--- src/rtl/fixed_point_div.sv ---
// ---------------------------------------------------------------------------
// fixed_point_div
//
// Sequential signed fixed-point divider. Computes
//   out = trunc_toward_zero((a * 2^FRAC_BITS) / b)
// and saturates the result to the WIDTH-bit signed range. The divide runs as
// a restoring divider on operand magnitudes, one quotient bit per clock, over
// a WIDTH+FRAC_BITS bit dividend. The sign is applied afterwards.
//
// Parameters
//   WIDTH      operand / result width in bits (default 32)
//   FRAC_BITS  fraction bits of the fixed-point format (default 16 -> Q15.16)
//
// Ports
//   clk          rising-edge clock
//   rst          synchronous, active-high reset
//   start        request; a and b are sampled when start=1 and busy=0
//   a            signed dividend
//   b            signed divisor
//   out          signed quotient, registered, held until the next result
//   overflow     result was saturated (valid with done, held after)
//   div_by_zero  b was zero (valid with done, held after)
//   busy         high from the cycle after acceptance through the done cycle
//   done         one-cycle pulse, result valid
//
// Timing (start accepted at edge k)
//   b != 0 : CALC at edges k+1..k+WIDTH+FRAC_BITS, FIX at the next edge,
//            done high in the cycle after FIX.
//   b == 0 : result is written at edge k, done high after edge k+1.
// ---------------------------------------------------------------------------
module fixed_point_div #(
  parameter int WIDTH     = 32,
  parameter int FRAC_BITS = 16
) (
  input  logic             clk,
  input  logic             rst,
  input  logic             start,
  input  logic [WIDTH-1:0] a,
  input  logic [WIDTH-1:0] b,
  output logic [WIDTH-1:0] out,
  output logic             overflow,
  output logic             div_by_zero,
  output logic             busy,
  output logic             done
);

  localparam int DW = WIDTH + FRAC_BITS;   // dividend / quotient width
  localparam int CW = $clog2(DW + 1);      // iteration counter width

  // Largest negative magnitude that still fits: 2^(WIDTH-1).
  localparam logic [DW-1:0]    NEG_LIM = DW'(1) << (WIDTH - 1);
  localparam logic [WIDTH-1:0] POS_MAX = {1'b0, {(WIDTH-1){1'b1}}};
  localparam logic [WIDTH-1:0] NEG_MIN = {1'b1, {(WIDTH-1){1'b0}}};

  typedef enum logic [1:0] {IDLE, CALC, FIX, DONE} state_t;

  state_t           state;
  logic [DW-1:0]    dvd;   // dividend shifting out, quotient shifting in
  logic [WIDTH:0]   rem;   // partial remainder, one guard bit for the shift
  logic [WIDTH-1:0] dsr;   // divisor magnitude
  logic             neg;   // result sign
  logic [CW-1:0]    cnt;

  // Magnitudes. Negating 0x80..0 wraps back to 0x80..0, which read as
  // unsigned is exactly 2^(WIDTH-1), so the most negative input is exact.
  logic [WIDTH-1:0] a_mag;
  logic [WIDTH-1:0] b_mag;

  assign a_mag = a[WIDTH-1] ? (~a + 1'b1) : a;
  assign b_mag = b[WIDTH-1] ? (~b + 1'b1) : b;

  // One restoring-division step.
  logic [WIDTH:0] rem_sh;
  logic [WIDTH:0] rem_sub;
  logic           q_bit;

  // Sign application and saturation of the finished quotient.
  logic             pos_ovf;
  logic             neg_ovf;
  logic [WIDTH-1:0] q_lo;
  logic [WIDTH-1:0] fix_out;
  logic             fix_ovf;

  // NOTE: every signal driven here gets a value on every path (defaults
  // first), otherwise synthesis infers a latch to hold the old value.
  always_comb begin
    rem_sh  = '0;
    rem_sub = '0;
    q_bit   = 1'b0;
    pos_ovf = 1'b0;
    neg_ovf = 1'b0;
    q_lo    = '0;
    fix_out = '0;
    fix_ovf = 1'b0;

    rem_sh  = (rem << 1) | {{WIDTH{1'b0}}, dvd[DW-1]};
    rem_sub = rem_sh - {1'b0, dsr};
    q_bit   = (rem_sh >= {1'b0, dsr});

    // Positive results fit only below 2^(WIDTH-1); negative ones may reach it.
    pos_ovf = |dvd[DW-1:WIDTH-1];
    neg_ovf = (dvd > NEG_LIM);
    q_lo    = dvd[WIDTH-1:0];

    if (neg) begin
      fix_out = neg_ovf ? NEG_MIN : (~q_lo + 1'b1);  // -0 wraps to 0
      fix_ovf = neg_ovf;
    end else begin
      fix_out = pos_ovf ? POS_MAX : q_lo;
      fix_ovf = pos_ovf;
    end
  end

  // NOTE: all state is updated with non-blocking assignments so every
  // register samples the pre-edge values, independent of statement order.
  always_ff @(posedge clk) begin
    if (rst) begin
      state       <= IDLE;
      dvd         <= '0;
      rem         <= '0;
      dsr         <= '0;
      neg         <= 1'b0;
      cnt         <= '0;
      out         <= '0;
      overflow    <= 1'b0;
      div_by_zero <= 1'b0;
      busy        <= 1'b0;
      done        <= 1'b0;
    end else begin
      case (state)
        IDLE: begin
          if (start) begin
            busy <= 1'b1;
            cnt  <= '0;
            rem  <= '0;
            neg  <= a[WIDTH-1] ^ b[WIDTH-1];
            dvd  <= {a_mag, {FRAC_BITS{1'b0}}};
            dsr  <= b_mag;
            if (b == '0) begin
              // Result is known immediately; DONE raises done one edge later.
              out         <= a[WIDTH-1] ? NEG_MIN : POS_MAX;
              overflow    <= 1'b1;
              div_by_zero <= 1'b1;
              state       <= DONE;
            end else begin
              state <= CALC;
            end
          end
        end

        CALC: begin
          rem <= q_bit ? rem_sub : rem_sh;
          dvd <= {dvd[DW-2:0], q_bit};
          cnt <= cnt + 1'b1;
          if (cnt == CW'(DW - 1)) begin
            state <= FIX;
          end
        end

        FIX: begin
          out         <= fix_out;
          overflow    <= fix_ovf;
          div_by_zero <= 1'b0;
          done        <= 1'b1;
          state       <= DONE;
        end

        DONE: begin
          // Entered with done=1 from FIX; entered with done=0 on a zero
          // divisor, in which case the pulse is raised here first.
          if (done) begin
            done  <= 1'b0;
            busy  <= 1'b0;
            state <= IDLE;
          end else begin
            done <= 1'b1;
          end
        end

        default: state <= IDLE;
      endcase
    end
  end

endmodule
--- config.mk ---
export PLATFORM = sky130hd
export DESIGN_NAME = fixed_point_div
export DESIGN_NICKNAME = d
export VERILOG_FILES = /design/src/rtl/fixed_point_div.sv
export SDC_FILE = /design/constraint.sdc
export NUM_CORES = 1
export LEC_CHECK = 0
export BUFFER_PORTS_ARGS = -buffer_cell sky130_fd_sc_hd__buf_2
export CORE_ASPECT_RATIO = 1.4
export CORE_MARGIN = 2
export CORE_UTILIZATION = 44
export CTS_CLUSTER_SIZE = 12
export DETAILED_ROUTE_END_ITERATION = 12
export PLACE_DENSITY = 0.64
export SLEW_MARGIN = 20
export SYNTH_ARGS = -nofsm -noshare
export SYNTH_HDL_FRONTEND = slang
export SYNTH_SLANG_ARGS = --single-unit
--- constraint.sdc ---
create_clock -name clk -period 4.2 [get_ports clk]
set_input_delay 0.84 -clock clk [delete_from_list [all_inputs] [get_ports clk]]
set_output_delay 0.84 -clock clk [all_outputs]
set_load 0.02 [all_outputs]
==> results.py <==
metrics = {
    "die": {
        "coreArea_um2": 22610,
        "die_w_um": 132.5,
        "start_util_pct": 44.98,
        "io_pins": 103,
        "rows": 65,
        "die_y_um": 183.9,
        "die-area_um2": 24360,
    },
    "sta": {
        "clock_skew_ns": 0.01231,
        "slew_headroom_pct": 35.96,
        "period_minus_slack_ns": 3.326,
        "rsz0062_at_grt": "false",
        "fmax_ghz": 0.3007,
        "setup_viol": 0,
        "drv_slew": 0,
        "worst_slew_pin_slew_ns": 0.9562,
        "timing.setup.tns_ns": 0,
        "finalCritPeriodShare_pct": 79.19,
        "hold_viol_final": 0,
    },
    "setup_path": {
        "cp_cell_sequence": "inv_1, ha_1, a211o_1, o21a_1, nor2_1, o31ai_1, buf_4, a21oi_4, nand2b_1, o21ai_0",
        "crit_path_end_kind": "flop",
        "critical_path.max_stage_delay_ns": 0.58,
        "critical_path_class": "reg -> reg",
        "critPathTopFamily": "compound AO/OA/AOI/OAI gates",
        "required_ns": 4.50,
        "timing.critical_path.fanout_max": 22,
        "critPathLaunchType": "flop",
        "cp_slowest_cell": "a21oi_4",
        "path_buf_inv": 2,
        "rr_worst_depth": 10,
        "r2r_end": "rem[27]",
        "reg2reg_from": "dsr[3]",
        "arrival_ns": 3.63,
        "r2r_setup_slack_ns": 0.87,
    },
    "detailed_routing": {
        "ant_nets": 0,
        "drtIter0Drc": 666,
        "num_vias": 10030,
        "drt_pass1_iterations": 8,
        "routed_via_density": 5.813,
        "drc": 0,
        "drt-wirelength-per-cell_um": 17.47,
        "routed_wl_um": 30160,
    },
    "synthesis": {
        "ys_warn_count": 0,
        "ys_ff_latch": 157,
        "syn_area_um2": 10170,
        "avgSynthCellArea_um2": 7.500,
        "async_flop_share_pct": 0,
        "syn-num-nets": 1464,
        "synthFlopType": "dfxtp_1",
        "synth_top_area_share_pct": 30.91,
        "synth_compound_area_share_pct": 26.50,
        "synth_top_family_by_area": "compound AO/OA/AOI/OAI gates",
        "synth_simple_gate_area_share_pct": 22.58,
        "synthTopCellsByArea": "dfxtp_1 31%, a21oi_1 5.8%, xor2_1 5.7%",
        "synth_cell_types": 67,
        "synth_most_common_cell": "dfxtp_1",
        "synth.area.mux_share_pct": 1.083,
        "synth_xor_area_share_pct": 8.009,
        "synthAdderAreaFrac_pct": 5.118,
        "synth-edff-count": 0,
        "netlist_instances": 1356,
        "synth_common_cells": "157 x dfxtp_1, 149 x nand2_1, 141 x nor2_1, 117 x a21oi_1, 107 x o21ai_0",
        "synth_seq_area_share_pct": 30.91,
        "yosysTopAreaCell": "dfxtp_1",
    },
    "power_and_ir_drop": {
        "p_leak_nw": 4.610,
        "p_per_area_nw_per_um2": 579.9,
        "p_total_mw": 6.671,
        "vdd_drop_max_mv": 0.4197,
    },
    "hold_path": {
        "min_path_type": "reg -> reg",
        "hold_path.startpoint": "dsr[29]",
        "hold_end": "dsr[29]",
        "min_path_cells": 2,
    },
    "global_routing": {
        "grt_pass1_vias": 9659,
        "grt_max_degree": 62,
        "grt-ovfl-total": 0,
        "grt_usage_pct": 24.77,
        "antenna_found_initial": 2,
        "grt_pass1_wl_um": 48780,
    },
    "finish": {
        "nFillCells": 2287,
        "syn_to_final_growth_pct": 13.11,
        "drive_gt1_share_pct": 13.20,
        "final-seq-area_um2": 3143,
        "multi_input_area_um2": 6466,
        "fin_nets": 1519,
    },
    "clock_tree": {
        "numCtsBuffers": 17,
        "clk_pin_slew_worst_paths_ns": 0.07,
        "cts.sinks": 157,
        "cts_max_level": 4,
        "cts_tree": "yes",
        "root_buffer": "clkbuf_16",
        "clock_latency_ns": 0.45,
        "cts_resized": 0,
        "clockBufferDepth": 2,
        "postCtsSetupBuffers": 0,
        "postCtsHoldBufs": 0,
    },
    "placement": {
        "dpl.hpwl_um": 22000,
        "io_buffers": 102,
        "globalplace.congestion": 0.9443,
    },
    "job": {
        "max_cap_violations": 0,
    },
    "outcome": {
        "status": "complete, no violations",
    },
}
[worst max path at each step]
| stage | start | endpoint | slack [ns] | cells after the start |
|---|---|---|---|---|
| after detailed placement | b[17] | out[16] | 0.52 | 10 |
| after global placement | b[17] | out[16] | 0.59 | 10 |
| after CTS | dsr[3] | rem[27] | 0.85 | 10 |
| after floorplan | b[3] | out[16] | 1.0 | 9 |
| final | dsr[3] | rem[27] | 0.87 | 10 |
| after global routing | dsr[24] | rem[27] | 0.61 | 10 |
[placed cells by master (no fill, tap or decap), types with 10 or more instances in the layout]
| cell type | synthesis | layout |
|---|---|---|
| dfxtp_1 | 157 | 157 |
| nand2_1 | 149 | 149 |
| nor2_1 | 141 | 140 |
| a21oi_1 | 117 | 115 |
| o21ai_0 | 107 | 106 |
| buf_2 | 3 | 101 |
| xor2_1 | 66 | 66 |
| inv_1 | 57 | 57 |
| a211oi_1 | 49 | 49 |
| ha_1 | 40 | 40 |
| nor3_1 | 36 | 36 |
| xnor2_1 | 27 | 27 |
| a22oi_1 | 24 | 24 |
| buf_4 | 0 | 24 |
| o31ai_1 | 23 | 23 |
| nand3_1 | 19 | 19 |
| nand2b_1 | 18 | 18 |
| clkbuf_16 | 0 | 17 |
| nand4_1 | 15 | 15 |
| nor4_1 | 15 | 15 |
| or3_1 | 14 | 14 |
| a21o_1 | 13 | 13 |
| o41ai_1 | 13 | 13 |
| o211ai_1 | 12 | 12 |
| or4_1 | 12 | 12 |
| o22ai_1 | 12 | 12 |
| a31oi_1 | 12 | 12 |
| mux2i_1 | 11 | 11 |
| o21ai_1 | 11 | 11 |
| and3_1 | 10 | 10 |
[cell families (layout without fill, tap and decap cells)]
family | count (synthesis) | after routing
AO/OA/AOI/OAI | 433 | 433
XOR/XNOR | 93 | 93
adder cells (fa/ha/maj) | 41 | 41
buffers and inverters | 148 | 216
flip-flops | 157 | 157
multiplexers | 11 | 11
other | 0 | 1
AND/OR/NAND/NOR | 473 | 473
[routing by layer]
metal	wire length, um	global-route usage (%)
met1	11970	27.08
met2	16050	47.23
met3	1175	3.888
met4	953	10.06
met5	11	0
[tightest hold or removal path, delay by kind of cell (launching register included)]
| kind | cells | cell delay (ns) |
|---|---|---|
| flip-flops | 1 | 0.31 |
| AND/OR/NAND/NOR | 1 | 0.05 |
| AO/OA/AOI/OAI | 1 | 0.05 |
[stage by stage]
stage                     instances  hold WS [ns]  util, %  instance area, um^2  worst slack [ns]
after floorplan                1356        0.4363        -                10170            0.9951
after global placement         1693        0.4481    48.25                10910            0.5887
after detailed placement       1693        0.4460    48.25                10910            0.5239
after CTS                      1725        0.4594    50.87                11500            0.8470
after global routing           1726        0.4790    50.88                11500            0.6096
final                          1726        0.4586    50.88                11500            0.8739
[cell type report]
| type | count | share of cell area [%] |
|---|---|---|
| multi-input cells | 1051 | 56.21 |
| flip-flops and latches | 157 | 27.32 |
| repair buffers | 126 | 6.134 |
| clock buffers | 17 | 3.698 |
| well taps | 301 | 3.274 |
| inverters | 58 | 1.893 |
| clock inverters | 15 | 1.447 |
| diodes | 1 | 0.02175 |
[state kept, by name (all words and copies together), names as in the netlist, 2 cells and up]
register  count
dvd          48
out          32
cnt           6
rem          32
state         2
dsr          32
[power by group]
part / leakage [nW] / internal, mW / total, mW / switching, mW
Sequential: 1.28 / 1.77 / 2.04 / 0.271
Clock: 0.291 / 0.850 / 1.59 / 0.742
Combinational: 3.04 / 1.08 / 3.04 / 1.96
Total: 4.61 / 3.70 / 6.67 / 2.97
No activity file was read; power rests on OpenSTA's default activity.
